===== config.mk =====
export PLATFORM = sky130hd
export DESIGN_NAME = aes_key_sched_flat
export DESIGN_NICKNAME = d
export VERILOG_FILES = /design/src/rtl/aes_key_sched_if.sv /design/src/rtl/aes_key_sched.sv /design/src/flat_wrapper.sv
export SDC_FILE = /design/constraint.sdc
export NUM_CORES = 2
export LEC_CHECK = 0
export BUFFER_PORTS_ARGS = -buffer_cell sky130_fd_sc_hd__buf_2
export CORE_MARGIN = 5
export CORE_UTILIZATION = 70
export DETAILED_ROUTE_END_ITERATION = 12
export GPL_TIMING_DRIVEN = 0
export PLACE_DENSITY = 0.91
export SLEW_MARGIN = 20
export SYNTH_ARGS = -nofsm -noshare
export SYNTH_HDL_FRONTEND = slang
export SYNTH_SLANG_ARGS = --single-unit

===== constraint.sdc =====
create_clock -name clk -period 50.3 [get_ports clk]
set_input_delay 10.06 -clock clk [delete_from_list [all_inputs] [get_ports clk]]
set_output_delay 10.06 -clock clk [all_outputs]
set_load 0.005 [all_outputs]

===== src/rtl/aes_key_sched_if.sv =====
// Start/key request and round-key stream of the AES key schedule.
// The schedule block sits on the slave side; the round datapath or a bench drives the master side.
interface aes_key_sched_if #(
    parameter int RK_IDX_W = 4
);
    logic                start;
    logic [1:0]          key_len;
    logic [255:0]        key;
    logic                busy;
    logic                rk_valid;
    logic                rk_ready;
    logic [127:0]        rk_data;
    logic [RK_IDX_W-1:0] rk_idx;
    logic                rk_last;
    logic                done;

    modport master (
        output start, key_len, key, rk_ready,
        input  busy, rk_valid, rk_data, rk_idx, rk_last, done
    );

    modport slave (
        input  start, key_len, key, rk_ready,
        output busy, rk_valid, rk_data, rk_idx, rk_last, done
    );
endinterface


===== src/rtl/aes_key_sched.sv =====
// Word-serial AES key schedule: one 32-bit word per cycle, 128-bit round keys out over valid/ready.
// AES_KEY_256_EN compiles in the 192/256-bit modes; without it only AES-128 is built.
module sbox (
    input  logic [7:0] a,
    output logic [7:0] y
);
    function automatic logic [7:0] gmul(input logic [7:0] x, input logic [7:0] m);
        logic [7:0] p;
        logic [7:0] s;
        p = 8'h00;
        s = x;
        for (int k = 0; k < 8; k++) begin
            if (m[k]) p = p ^ s;
            s = {s[6:0], 1'b0} ^ (s[7] ? 8'h1b : 8'h00);
        end
        return p;
    endfunction

    // Multiplicative inverse as a^254; zero maps to zero for free.
    function automatic logic [7:0] ginv(input logic [7:0] x);
        logic [7:0] r;
        logic [7:0] sq;
        r  = 8'h01;
        sq = x;
        for (int k = 1; k < 8; k++) begin
            sq = gmul(sq, sq);
            r  = gmul(r, sq);
        end
        return r;
    endfunction

    function automatic logic [7:0] affine(input logic [7:0] b);
        return b ^ {b[6:0], b[7]} ^ {b[5:0], b[7:6]} ^ {b[4:0], b[7:5]}
                 ^ {b[3:0], b[7:4]} ^ 8'h63;
    endfunction

    assign y = affine(ginv(a));
endmodule

module aes_key_sched #(
    parameter int RK_IDX_W = 4
) (
    input  logic            clk,
    input  logic            rst_n,
    aes_key_sched_if.slave  bus
);
`ifdef AES_KEY_256_EN
    localparam int WIN = 8;
`else
    localparam int WIN = 4;
`endif
    localparam int KEY_W = 32 * WIN;

    typedef enum logic [1:0] {IDLE = 2'd0, GEN = 2'd1, DRAIN = 2'd2} state_t;

    state_t                  state, state_nx;
    logic [KEY_W-1:0]        key_q;
    logic [WIN-1:0][31:0]    win;
    logic [2:0][31:0]        abuf;
    logic [1:0]              bcnt;
    logic [5:0]              wcnt;
    logic [2:0]              imod;
    logic [7:0]              rcon;
    logic [2:0]              nk_m1;
    logic [3:0]              nr;
    logic [RK_IDX_W-1:0]     rk_cnt;
    logic [RK_IDX_W-1:0]     rk_idx;
    logic [127:0]            rk_data;
    logic                    rk_valid, rk_last, done;
    logic                    start_acc, key_phase, last_word, gen, xfer, hs;
    logic [31:0]             w_prev, w_old, sb_in, sb_out, t, w_new;

    function automatic logic [7:0] xtime(input logic [7:0] r);
        return {r[6:0], 1'b0} ^ (r[7] ? 8'h1b : 8'h00);
    endfunction

    assign start_acc = (state == IDLE) && bus.start;

`ifdef AES_KEY_256_EN
    always_ff @(posedge clk or negedge rst_n) begin
        if (!rst_n) begin
            nk_m1 <= 3'd3;
            nr    <= 4'd10;
        end else if (start_acc) begin
            case (bus.key_len)
                2'b01:   begin nk_m1 <= 3'd5; nr <= 4'd12; end
                2'b10:   begin nk_m1 <= 3'd7; nr <= 4'd14; end
                default: begin nk_m1 <= 3'd3; nr <= 4'd10; end
            endcase
        end
    end
    assign w_old = win[nk_m1];
`else
    logic unused_in;
    assign unused_in = ^{bus.key_len, bus.key[127:0]};
    assign nk_m1     = 3'd3;
    assign nr        = 4'd10;
    assign w_old     = win[3];
`endif

    assign key_phase = wcnt <= {3'd0, nk_m1};
    assign last_word = wcnt == ({nr, 2'b00} + 6'd3);
    assign w_prev    = win[0];
    assign sb_in     = (imod == 3'd0) ? {w_prev[23:0], w_prev[31:24]} : w_prev;

    for (genvar b = 0; b < 4; b++) begin : g_sbox
        sbox u_sbox (.a(sb_in[8*b +: 8]), .y(sb_out[8*b +: 8]));
    end

    always_comb begin
        t = w_prev;
        if (imod == 3'd0)
            t = sb_out ^ {rcon, 24'h0};
`ifdef AES_KEY_256_EN
        else if (nk_m1 == 3'd7 && imod == 3'd4)
            t = sb_out;
`endif
    end

    assign w_new = key_phase ? key_q[KEY_W-1 -: 32] : (w_old ^ t);
    assign hs    = rk_valid && bus.rk_ready;
    // The 4th word of a round key is only produced when it can move straight to the output.
    assign gen   = (state == GEN) && ((bcnt != 2'd3) || !rk_valid || bus.rk_ready);
    assign xfer  = gen && (bcnt == 2'd3);

    always_ff @(posedge clk or negedge rst_n) begin
        if (!rst_n) state <= IDLE;
        else        state <= state_nx;
    end

    always_comb begin
        state_nx = state;
        case (state)
            IDLE:    if (bus.start)          state_nx = GEN;
            GEN:     if (gen && last_word)   state_nx = DRAIN;
            DRAIN:   if (hs && rk_last)      state_nx = IDLE;
            default:                         state_nx = IDLE;
        endcase
    end

    always_ff @(posedge clk or negedge rst_n) begin
        if (!rst_n) begin
            key_q <= '0;
            win   <= '0;
            abuf  <= '0;
            bcnt  <= 2'd0;
            wcnt  <= 6'd0;
            imod  <= 3'd0;
            rcon  <= 8'h01;
        end else if (start_acc) begin
            key_q <= bus.key[255 -: KEY_W];
            bcnt  <= 2'd0;
            wcnt  <= 6'd0;
            imod  <= 3'd0;
            rcon  <= 8'h01;
        end else if (gen) begin
            key_q <= {key_q[KEY_W-33:0], 32'h0};
            win   <= {win[WIN-2:0], w_new};
            wcnt  <= wcnt + 6'd1;
            imod  <= (imod == nk_m1) ? 3'd0 : imod + 3'd1;
            if (!key_phase && imod == 3'd0)
                rcon <= xtime(rcon);
            if (bcnt == 2'd3) begin
                bcnt <= 2'd0;
            end else begin
                abuf <= {abuf[1:0], w_new};
                bcnt <= bcnt + 2'd1;
            end
        end
    end

    always_ff @(posedge clk or negedge rst_n) begin
        if (!rst_n) begin
            rk_data  <= '0;
            rk_idx   <= '0;
            rk_last  <= 1'b0;
            rk_valid <= 1'b0;
            rk_cnt   <= '0;
            done     <= 1'b0;
        end else begin
            done <= (state == DRAIN) && hs && rk_last;
            if (start_acc)
                rk_cnt <= '0;
            else if (xfer)
                rk_cnt <= rk_cnt + RK_IDX_W'(1);
            if (xfer) begin
                rk_data  <= {abuf[2], abuf[1], abuf[0], w_new};
                rk_idx   <= rk_cnt;
                rk_last  <= rk_cnt == RK_IDX_W'(nr);
                rk_valid <= 1'b1;
            end else if (hs) begin
                rk_valid <= 1'b0;
            end
        end
    end

    assign bus.busy     = state != IDLE;
    assign bus.rk_valid = rk_valid;
    assign bus.rk_data  = rk_data;
    assign bus.rk_idx   = rk_idx;
    assign bus.rk_last  = rk_last;
    assign bus.done     = done;
endmodule


===== src/flat_wrapper.sv =====
// flat-port wrapper written by rule: the top's interface ports become plain ports
module aes_key_sched_flat 
#(
    parameter int RK_IDX_W = 4
)
  (clk, rst_n, bus_start, bus_key_len, bus_key, bus_rk_ready, bus_busy, bus_rk_valid, bus_rk_data, bus_rk_idx, bus_rk_last, bus_done);
  aes_key_sched_if #(.RK_IDX_W(RK_IDX_W)) bus_i ();
  input  logic clk;
  input  logic rst_n;
  input wire logic [$bits(bus_i.start)-1:0] bus_start;
  input wire logic [$bits(bus_i.key_len)-1:0] bus_key_len;
  input wire logic [$bits(bus_i.key)-1:0] bus_key;
  input wire logic [$bits(bus_i.rk_ready)-1:0] bus_rk_ready;
  output wire logic [$bits(bus_i.busy)-1:0] bus_busy;
  output wire logic [$bits(bus_i.rk_valid)-1:0] bus_rk_valid;
  output wire logic [$bits(bus_i.rk_data)-1:0] bus_rk_data;
  output wire logic [$bits(bus_i.rk_idx)-1:0] bus_rk_idx;
  output wire logic [$bits(bus_i.rk_last)-1:0] bus_rk_last;
  output wire logic [$bits(bus_i.done)-1:0] bus_done;
  assign bus_i.start = bus_start;
  assign bus_i.key_len = bus_key_len;
  assign bus_i.key = bus_key;
  assign bus_i.rk_ready = bus_rk_ready;
  assign bus_busy = bus_i.busy;
  assign bus_rk_valid = bus_i.rk_valid;
  assign bus_rk_data = bus_i.rk_data;
  assign bus_rk_idx = bus_i.rk_idx;
  assign bus_rk_last = bus_i.rk_last;
  assign bus_done = bus_i.done;
  aes_key_sched #(.RK_IDX_W(RK_IDX_W)) u_core (.clk(clk), .rst_n(rst_n), .bus(bus_i));
endmodule

Word level (Yosys, flattened, before mapping)
Index checks and enable logic that the tools add are counted.
{"block": "totals", "out_inout_bits": 136, "word_cells": 1676, "mem_bits_ro": 0, "regBits": 512, "latchBits": 0, "ram_bits": 0, "in_bits": 262, "n_memories": 0}
{"block": "op_classes", "magnitude_cmp": 1, "n_eq_ne": 10, "add_sub_neg": 4, "shift": 0, "mux": 837, "reduce_logical": 24, "n_bitwise": 781, "multipliers": 0, "n_div": 0}
{"operator": "$mux W8", "n": 423}
{"operator": "$xor A8 B8 Y8", "n": 381}
{"operator": "$xor A8 B5 Y8", "n": 364}
{"operator": "$mux W5", "n": 369}
{"operator": "$mux W128", "n": 2}
{"operator": "$mux W32", "n": 3}
{"operator": "$xor A32 B32 Y32", "n": 2}
{"operator": "$mux W6", "n": 6}
{"operator": "$mux W7", "n": 4}
{"operator": "$not A1 Y1 const A", "n": 28}
{"operator": "$mux W4", "n": 6}
{"operator": "$mux W3", "n": 7}
{"operator": "$mux W2", "n": 10}
{"operator": "$not A4 Y4", "n": 4}
{"operator": "$reduce_bool A2 Y1", "n": 5}
{"operator": "$logic_and A1 B1 Y1", "n": 9}
{"operator": "$add A6 B1 Y6 const B", "n": 1}
{"operator": "$eq A6 B6 Y1 const B", "n": 1}
{"operator": "$le A6 B2 Y1 const B", "n": 1}
{"operator": "$mux W1", "n": 6}
{"operator": "$ne A2 B2 Y1 const B", "n": 3}
{"operator": "$pmux W2 S3", "n": 1}
{"operator": "$reduce_and A3 Y1", "n": 2}
{"operator": "$add A4 B1 Y4 const B", "n": 1}
{"operator": "13 further kinds", "n": 18}

Depth between registers and ports, before layout
{"block": "depth", "ltp_word": 138, "mapped_depth": 83, "ltp_nobuf": 63}

Modules after synthesis
A second synthesis with hierarchy kept.
{"block": "hier_totals", "cells_unflattened": 10009, "hier_area_um2": 82605.5}
{"mod": "sbox", "area_each_um2": 15220.8, "seq_area_each_um2": 0.0, "instances": 4, "cells_each": 1942}
{"mod": "aes_key_sched", "area_each_um2": 21722.1, "seq_area_each_um2": 12813.5, "instances": 1, "cells_each": 2241}

Worst setup path after synthesis
Ideal clock, no wire load.
{"block": "synth_timing", "path_kind": "register -> register", "startpoint": "register u_core.imod[0]", "endpoint": "register u_core.abuf[29] in the netlist's numbering", "period_less_slack_ps": 17339, "slack_ps": 32961, "required_time_ps": 50159, "path_stages_with_launch": 77, "n_path_buf": 15, "setup_time_ps": 141, "t_arrival_ps": 17198, "cell_sequence": "dfrtp_1 > inv_1 > ha_1 > nor2b_4 > buf_12 > buf_12 > buf_12 > buf_8 > buf_12 > buf_4 > buf_2 > nand2_1 > nand2_1 > ha_1 > mux2i_1 > xnor2_1 > mux2i_1 > xnor3_1 > (+41 left out) > xnor2_1 > or4_1 > a221o_1 > buf_2 > nand2_1 > xor2_1 > xnor2_2 > mux2_2 > a221oi_1 > o221ai_1 > xnor2_2 > xnor3_1 > xnor2_2 > xnor3_1 > nand2_1 > o21ai_1 > xnor2_1 > a31oi_1"}
{"block": "synth_between", "elab_chain_cells": 135, "elab_cells_between_ends": 396, "cone_classes": "206 x mux; 189 x bitwise; 1 x reduce/logical"}
{"element": "from (decl)", "line": "aes_key_sched.sv:62", "source": "logic [2:0] imod;"}
{"element": "from (signal assigned)", "line": "aes_key_sched.sv:160", "source": "imod <= (imod == nk_m1) ? 3'd0 : imod + 3'd1;"}
{"element": "$logic_not A3 Y1 (*)", "line": "aes_key_sched.sv:104, aes_key_sched.sv:112"}
{"element": "$mux W32", "line": "aes_key_sched.sv:104", "source": "assign sb_in = (imod == 3'd0) ? {w_prev[23:0], w_prev[31:24]} : w_prev;"}
{"element": "$mux W5 (tied with other cells)", "line": "aes_key_sched.sv:14", "source": "s = {s[6:0], 1'b0} ^ (s[7] ? 8'h1b : 8'h00);"}
{"element": "$xor A8 B5 Y8 or $xor A8 B8 Y8 (tied branches)", "line": "aes_key_sched.sv:14, aes_key_sched.sv:13"}
{"element": "$xor A8 B8 Y8 or $mux W8 (tied branches)", "line": "aes_key_sched.sv:13", "source": "if (m[k]) p = p ^ s;"}
{"element": "$mux W8 or $xor A8 B8 Y8 (tied branches)", "line": "aes_key_sched.sv:13"}
{"element": "$xor A8 B8 Y8 or $mux W8 (tied branches)", "line": "aes_key_sched.sv:13"}
{"element": "$mux W8 or $xor A8 B8 Y8 (tied branches)", "line": "aes_key_sched.sv:13"}
{"element": "(+117 left out)"}
{"element": "$mux W8", "line": "aes_key_sched.sv:13"}
{"element": "$xor A8 B8 Y8 (3 in a row)", "line": "aes_key_sched.sv:33", "source": "return b ^ {b[6:0], b[7]} ^ {b[5:0], b[7:6]} ^ {b[4:0], b[7:5]}"}
{"element": "$xor A8 B8 Y8", "line": "aes_key_sched.sv:34", "source": "^ {b[3:0], b[7:4]} ^ 8'h63;"}
{"element": "$not A4 Y4 (no source line)"}
{"element": "$xor A32 B32 Y32", "line": "aes_key_sched.sv:113", "source": "t = sb_out ^ {rcon, 24'h0};"}
{"element": "$mux W32 (*)", "line": "aes_key_sched.sv:112", "source": "if (imod == 3'd0)"}
{"element": "$xor A32 B32 Y32 (*)", "line": "aes_key_sched.sv:120", "source": "assign w_new = key_phase ? key_q[KEY_W-1 -: 32] : (w_old ^ t);"}
{"element": "$mux W32 (*)", "line": "aes_key_sched.sv:120"}
{"element": "to (signal assigned)", "line": "aes_key_sched.sv:166", "source": "abuf <= {abuf[1:0], w_new};"}
{"element": "to (decl)", "line": "aes_key_sched.sv:59", "source": "logic [2:0][31:0] abuf;"}
Mark *: on every way between the ends. The rest lies on a longest branch, timed or not.
A chain may end at the register's enable or synchronous reset.

Worst setup path in the final report
{"block": "layout_timing", "startpoint": "register u_core.imod[0]", "endpoint": "register u_core.win, in the netlist u_core.w_prev[30]"}
{"block": "layout_between", "elab_chain_cells": 135, "elab_cells_between_ends": 396, "cone_classes": "206 x mux; 189 x bitwise; 1 x reduce/logical"}
{"element": "$logic_not A3 Y1 (*)", "line": "aes_key_sched.sv:104, aes_key_sched.sv:112"}
{"element": "$mux W32", "line": "aes_key_sched.sv:104"}
{"element": "$mux W5", "line": "aes_key_sched.sv:14"}
{"element": "$xor A8 B5 Y8", "line": "aes_key_sched.sv:14"}
{"element": "$xor A8 B8 Y8", "line": "aes_key_sched.sv:13"}
{"element": "$mux W8", "line": "aes_key_sched.sv:13"}
{"element": "$xor A8 B8 Y8", "line": "aes_key_sched.sv:13"}
{"element": "$mux W8", "line": "aes_key_sched.sv:13"}
{"element": "(+117 left out)"}
{"element": "$mux W8", "line": "aes_key_sched.sv:13"}
{"element": "$xor A8 B8 Y8 (3 in a row)", "line": "aes_key_sched.sv:33"}
{"element": "$xor A8 B8 Y8", "line": "aes_key_sched.sv:34"}
{"element": "$not A4 Y4 (no source line)"}
{"element": "$xor A32 B32 Y32", "line": "aes_key_sched.sv:113"}
{"element": "$mux W32 (*)", "line": "aes_key_sched.sv:112"}
{"element": "$xor A32 B32 Y32 (*)", "line": "aes_key_sched.sv:120"}
{"element": "$mux W32 (*)", "line": "aes_key_sched.sv:120"}
{"element": "to (signal assigned)", "line": "aes_key_sched.sv:158", "source": "win <= {win[WIN-2:0], w_new};"}
{"element": "to (decl)", "line": "aes_key_sched.sv:58", "source": "logic [WIN-1:0][31:0] win;"}
Marks and branches as above.

==> results.rst <==
.. list-table::
   :header-rows: 1

   * - Metric
     - Value
   * - Via density per instance
     - between 6 and 7
   * - Hold_buf cts
     - 0
   * - First-pass GRT wire length
     - ~400 mm
   * - Resized Gates After CTS
     - 0
   * - Count of buffers from port buffering
     - 267
   * - Post-synthesis net count
     - between 10000 and 15000
   * - Top-area cell type share of the netlist area
     - 0.175
   * - Overall global routing resource usage
     - 0.403
   * - Worst-Skew Late Latency
     - 610 ps
   * - Fin Clk Skew
     - ~39 ps
   * - Most prevalent standard cell on the critical path
     - xnor2_1
   * - Startpoint class of the critical path
     - flop
   * - Maximum level of the CTS H-tree
     - 2
   * - Largest cells by area after synthesis
     - xnor2_1 (18%), dfrtp_1 (16%), xnor3_1 (9.6%)
   * - Die Area
     - about 120000 um2
   * - Data required time at the worst endpoint
     - 50760 ps
   * - Share of synthesized flip-flops with an asynchronous set or reset
     - 1.00
   * - Routed WL
     - roughly 260 mm
   * - Clk root buf
     - clkbuf_16
   * - Transition time of the tightest slew-check pin
     - 1160 ps
   * - WS Path Type
     - reg2reg
   * - Met3 Usage GRT
     - 0.0712
   * - Share of synthesized area spent on multiplexers
     - 0.0481
   * - Critical Path Fanout Max
     - 10
   * - Final-report setup violation count
     - 0
   * - Most utilized layer in the global route result
     - met2
   * - Cell type group with the largest total delay on the critical path
     - XOR/XNOR gates
   * - Number of flip-flops and latches in the synthesized netlist
     - ~510
   * - Number of buffers inserted during clock tree synthesis
     - 48
   * - Total overflow reported by the global router
     - 0
   * - Final Max Slew Viols
     - 0
   * - DP Wirelength
     - 187 mm
   * - Fin. Hold Viols
     - 0
   * - Worst path bufs/invs
     - 20
   * - Max-cap violations
     - 0
   * - Cell type contributing the most total cell area after synthesis
     - xnor2_1
   * - Starting Density
     - 0.704
   * - Number of search-and-repair iterations in the first detailed-routing pass
     - 8
   * - Setup total negative slack
     - 0 ps
   * - Number of ports placed on the die boundary
     - just under 400
   * - Crit path time final
     - about 23000 ps
   * - Clock-pin slew of the registers on the worst-case setup and hold paths
     - approximately 70 ps
   * - Fraction of layout instances using a drive strength above 1
     - 0.0939
   * - Met2 layer usage reported by global route
     - 0.661
   * - RSZ-0062 raised after global routing
     - false
   * - Path category of the worst min-delay check
     - reg2reg
   * - Adder-Cell Fraction of Synth Area
     - 0.00434
   * - Slowest cell delay on critical path
     - between 600 and 700 ps
   * - Detail Route Antenna Nets
     - 0
   * - Result of the run
     - completed
   * - Data arrival time of the critical path
     - around 23000 ps
   * - Bufs on Longest Clock Path
     - 3
   * - Vert. Die Dim
     - ~350 um
   * - RD Place Congestion
     - roughly 1.0
   * - TritonCTS clock tree
     - built
   * - DRC violation count after routing
     - 0
   * - Slew margin rel.
     - 0.221
   * - GR met1 Demand/Resource
     - 0.515
   * - Capturing element type of the critical path
     - flop
   * - Post-detailed-route wirelength per cell
     - roughly 22 um
   * - Compound-cell area share of the yosys netlist
     - 0.146
   * - Number of sinks on the clock net
     - between 500 and 600
   * - Slowest cell on the critical path
     - xnor2_1
   * - Top flip-flop cell by instance count after synthesis
     - dfrtp_1
   * - Most frequent cells after synthesis
     - nand2_1 (2018), xnor2_1 (1578), nor2_1 (1113)
   * - Number of DRC markers in iteration 0
     - between 10000 and 15000
   * - Number of standard-cell rows in the floorplan
     - ~120
   * - Post-synth cell types
     - roughly 140
   * - Core region area
     - ~110000 um2
   * - Fmax
     - 43.5 MHz
   * - Number of flops mapped to enable cells by yosys
     - 0
   * - Pin count of the biggest net entering global routing
     - between 100 and 150
   * - Total number of yosys warnings
     - 0
   * - # nets final
     - ~11000
   * - Cell area after synthesis
     - roughly 80000 um2
   * - Initial antenna violation count
     - 18
   * - Area added between synthesis and finish
     - 6.29%
   * - Average cell area after synthesis
     - 7.90 um2
   * - Via Count
     - 78400
   * - Setup Buffers After CTS
     - 0
   * - Sequential cell area fraction in the yosys report
     - 0.162
   * - Top-count cell post-synth
     - nand2_1
   * - Main combinational cell family by area after synthesis
     - XOR/XNOR gates
   * - Xor/xnor cell area share of the yosys netlist
     - 0.382
   * - Part of the cycle the worst path needs
     - 0.457
   * - Via count of the first global-routing pass
     - between 70000 and 80000
   * - Synth Area in Simple Gates
     - 0.212
   * - Synth Instances
     - between 9000 and 10000
   * - Width of the die
     - ~350 um
-- final timing paths --
kind	start	to	slack, ps	depth (start not counted)
setup / recovery	u_core.imod[0]$_DFFE_PN0P_	u_core.w_prev[30]$_DFFE_PN0P_	27330	77
hold / removal	u_core.state[1]$_DFFE_PN0P_	u_core.state[0]$_DFFE_PN0P_	470	1
setup reg to reg	u_core.imod[0]$_DFFE_PN0P_	u_core.w_prev[30]$_DFFE_PN0P_	27330	77
hold reg to reg	u_core.state[1]$_DFFE_PN0P_	u_core.state[0]$_DFFE_PN0P_	470	1
max in group asynchronous	rst_n	u_core.win[48]$_DFFE_PN0P_	39570	3
min in group asynchronous	rst_n	u_core.bus.rk_data[79]$_DFFE_PN0P_	9390	1
-- worst reg2reg max path: cells and delay by family, from the launching register on --
kind / cells / cell delay (ps)
XOR/XNOR: 23 / 8140
buffers and inverters: 20 / 5230
AO/OA/AOI/OAI: 12 / 3460
AND/OR/NAND/NOR: 11 / 2000
adder cells (fa/ha/maj): 5 / 1830
multiplexers: 6 / 1730
flip-flops: 1 / 430
-- registers in the layout (all words and copies together), names as in the netlist --
register / count
u_core.bus.rk_data: 128
u_core.bus.done: 1
u_core.rcon: 8
u_core.w_prev: 32
u_core.rk_cnt: 4
u_core.bus.rk_last: 1
u_core.wcnt: 6
u_core.bcnt: 2
u_core.key_q: 128
u_core.win: 64
u_core.w_old: 32
u_core.bus.rk_valid: 1
u_core.state: 2
u_core.imod: 3
u_core.abuf: 96
u_core.bus.rk_idx: 4
-- per-stage QoR --
stage | util | cell area [um2] | hold slack (ps) | instances | worst slack (ps)
2_1_floorplan | - | 78900 | 439 | 9998 | 32960
3_5_place_dp | 0.734 | 82300 | 453 | 11800 | 27870
3_3_place_gp | 0.732 | 82200 | 447 | 11800 | 28120
5_1_grt | 0.748 | 83900 | 478 | 11900 | 26370
6_report | 0.748 | 83900 | 465 | 11900 | 27330
4_1_cts | 0.747 | 83800 | 466 | 11900 | 27760
-- layer usage --
layer	up-vias	share of wire
met3	1248	0.11
met4	2	0.059
met1	37000	0.37
met5	-	0.000051
met2	5673	0.46
li1	34500	-
-- layout make-up --
| cell class | count | area [um2] |
|---|---|---|
| diodes | 17 | 42.5 |
| plain buffers | 666 | 3190 |
| clock buffers | 70 | 1380 |
| clock inverters | 14 | 143 |
| fillers | 8282 | 28300 |
| inverters | 111 | 417 |
| multi-input cells | 8709 | 62600 |
| flip-flops and latches | 512 | 12800 |
| well taps | 1500 | 1880 |
| repair buffers | 272 | 1480 |
-- cell usage in the layout (no fill, tap or decap), types with 53 or more instances in the layout --
| master | n |
|---|---|
| a21oi_1 | 402 |
| xnor2_2 | 107 |
| nand2b_1 | 63 |
| xor2_1 | 418 |
| nand2_1 | 2018 |
| inv_1 | 95 |
| clkbuf_1 | 418 |
| mux2_2 | 64 |
| o21ai_0 | 380 |
| a31oi_1 | 75 |
| xor3_1 | 53 |
| a211oi_1 | 65 |
| dfrtp_1 | 511 |
| nor2b_1 | 57 |
| o211ai_1 | 72 |
| buf_4 | 62 |
| buf_2 | 393 |
| xnor3_1 | 337 |
| o21ai_1 | 99 |
| and2_1 | 57 |
| nor2_1 | 1113 |
| nor3_1 | 200 |
| xnor2_1 | 1572 |
| nand3_1 | 222 |
| a22oi_1 | 149 |
| o22ai_1 | 86 |
| mux2i_1 | 255 |
-- cell families after synthesis --
logic type	count (synthesis)
flops	512
buf+inv	777
compound gates	1763
mux	350
fa+ha+maj	28
simple gates	3980
xor+xnor	2588
Power is not shown: default switching activity piles up to over one toggle a cycle in this logic, so the estimate is an artifact.
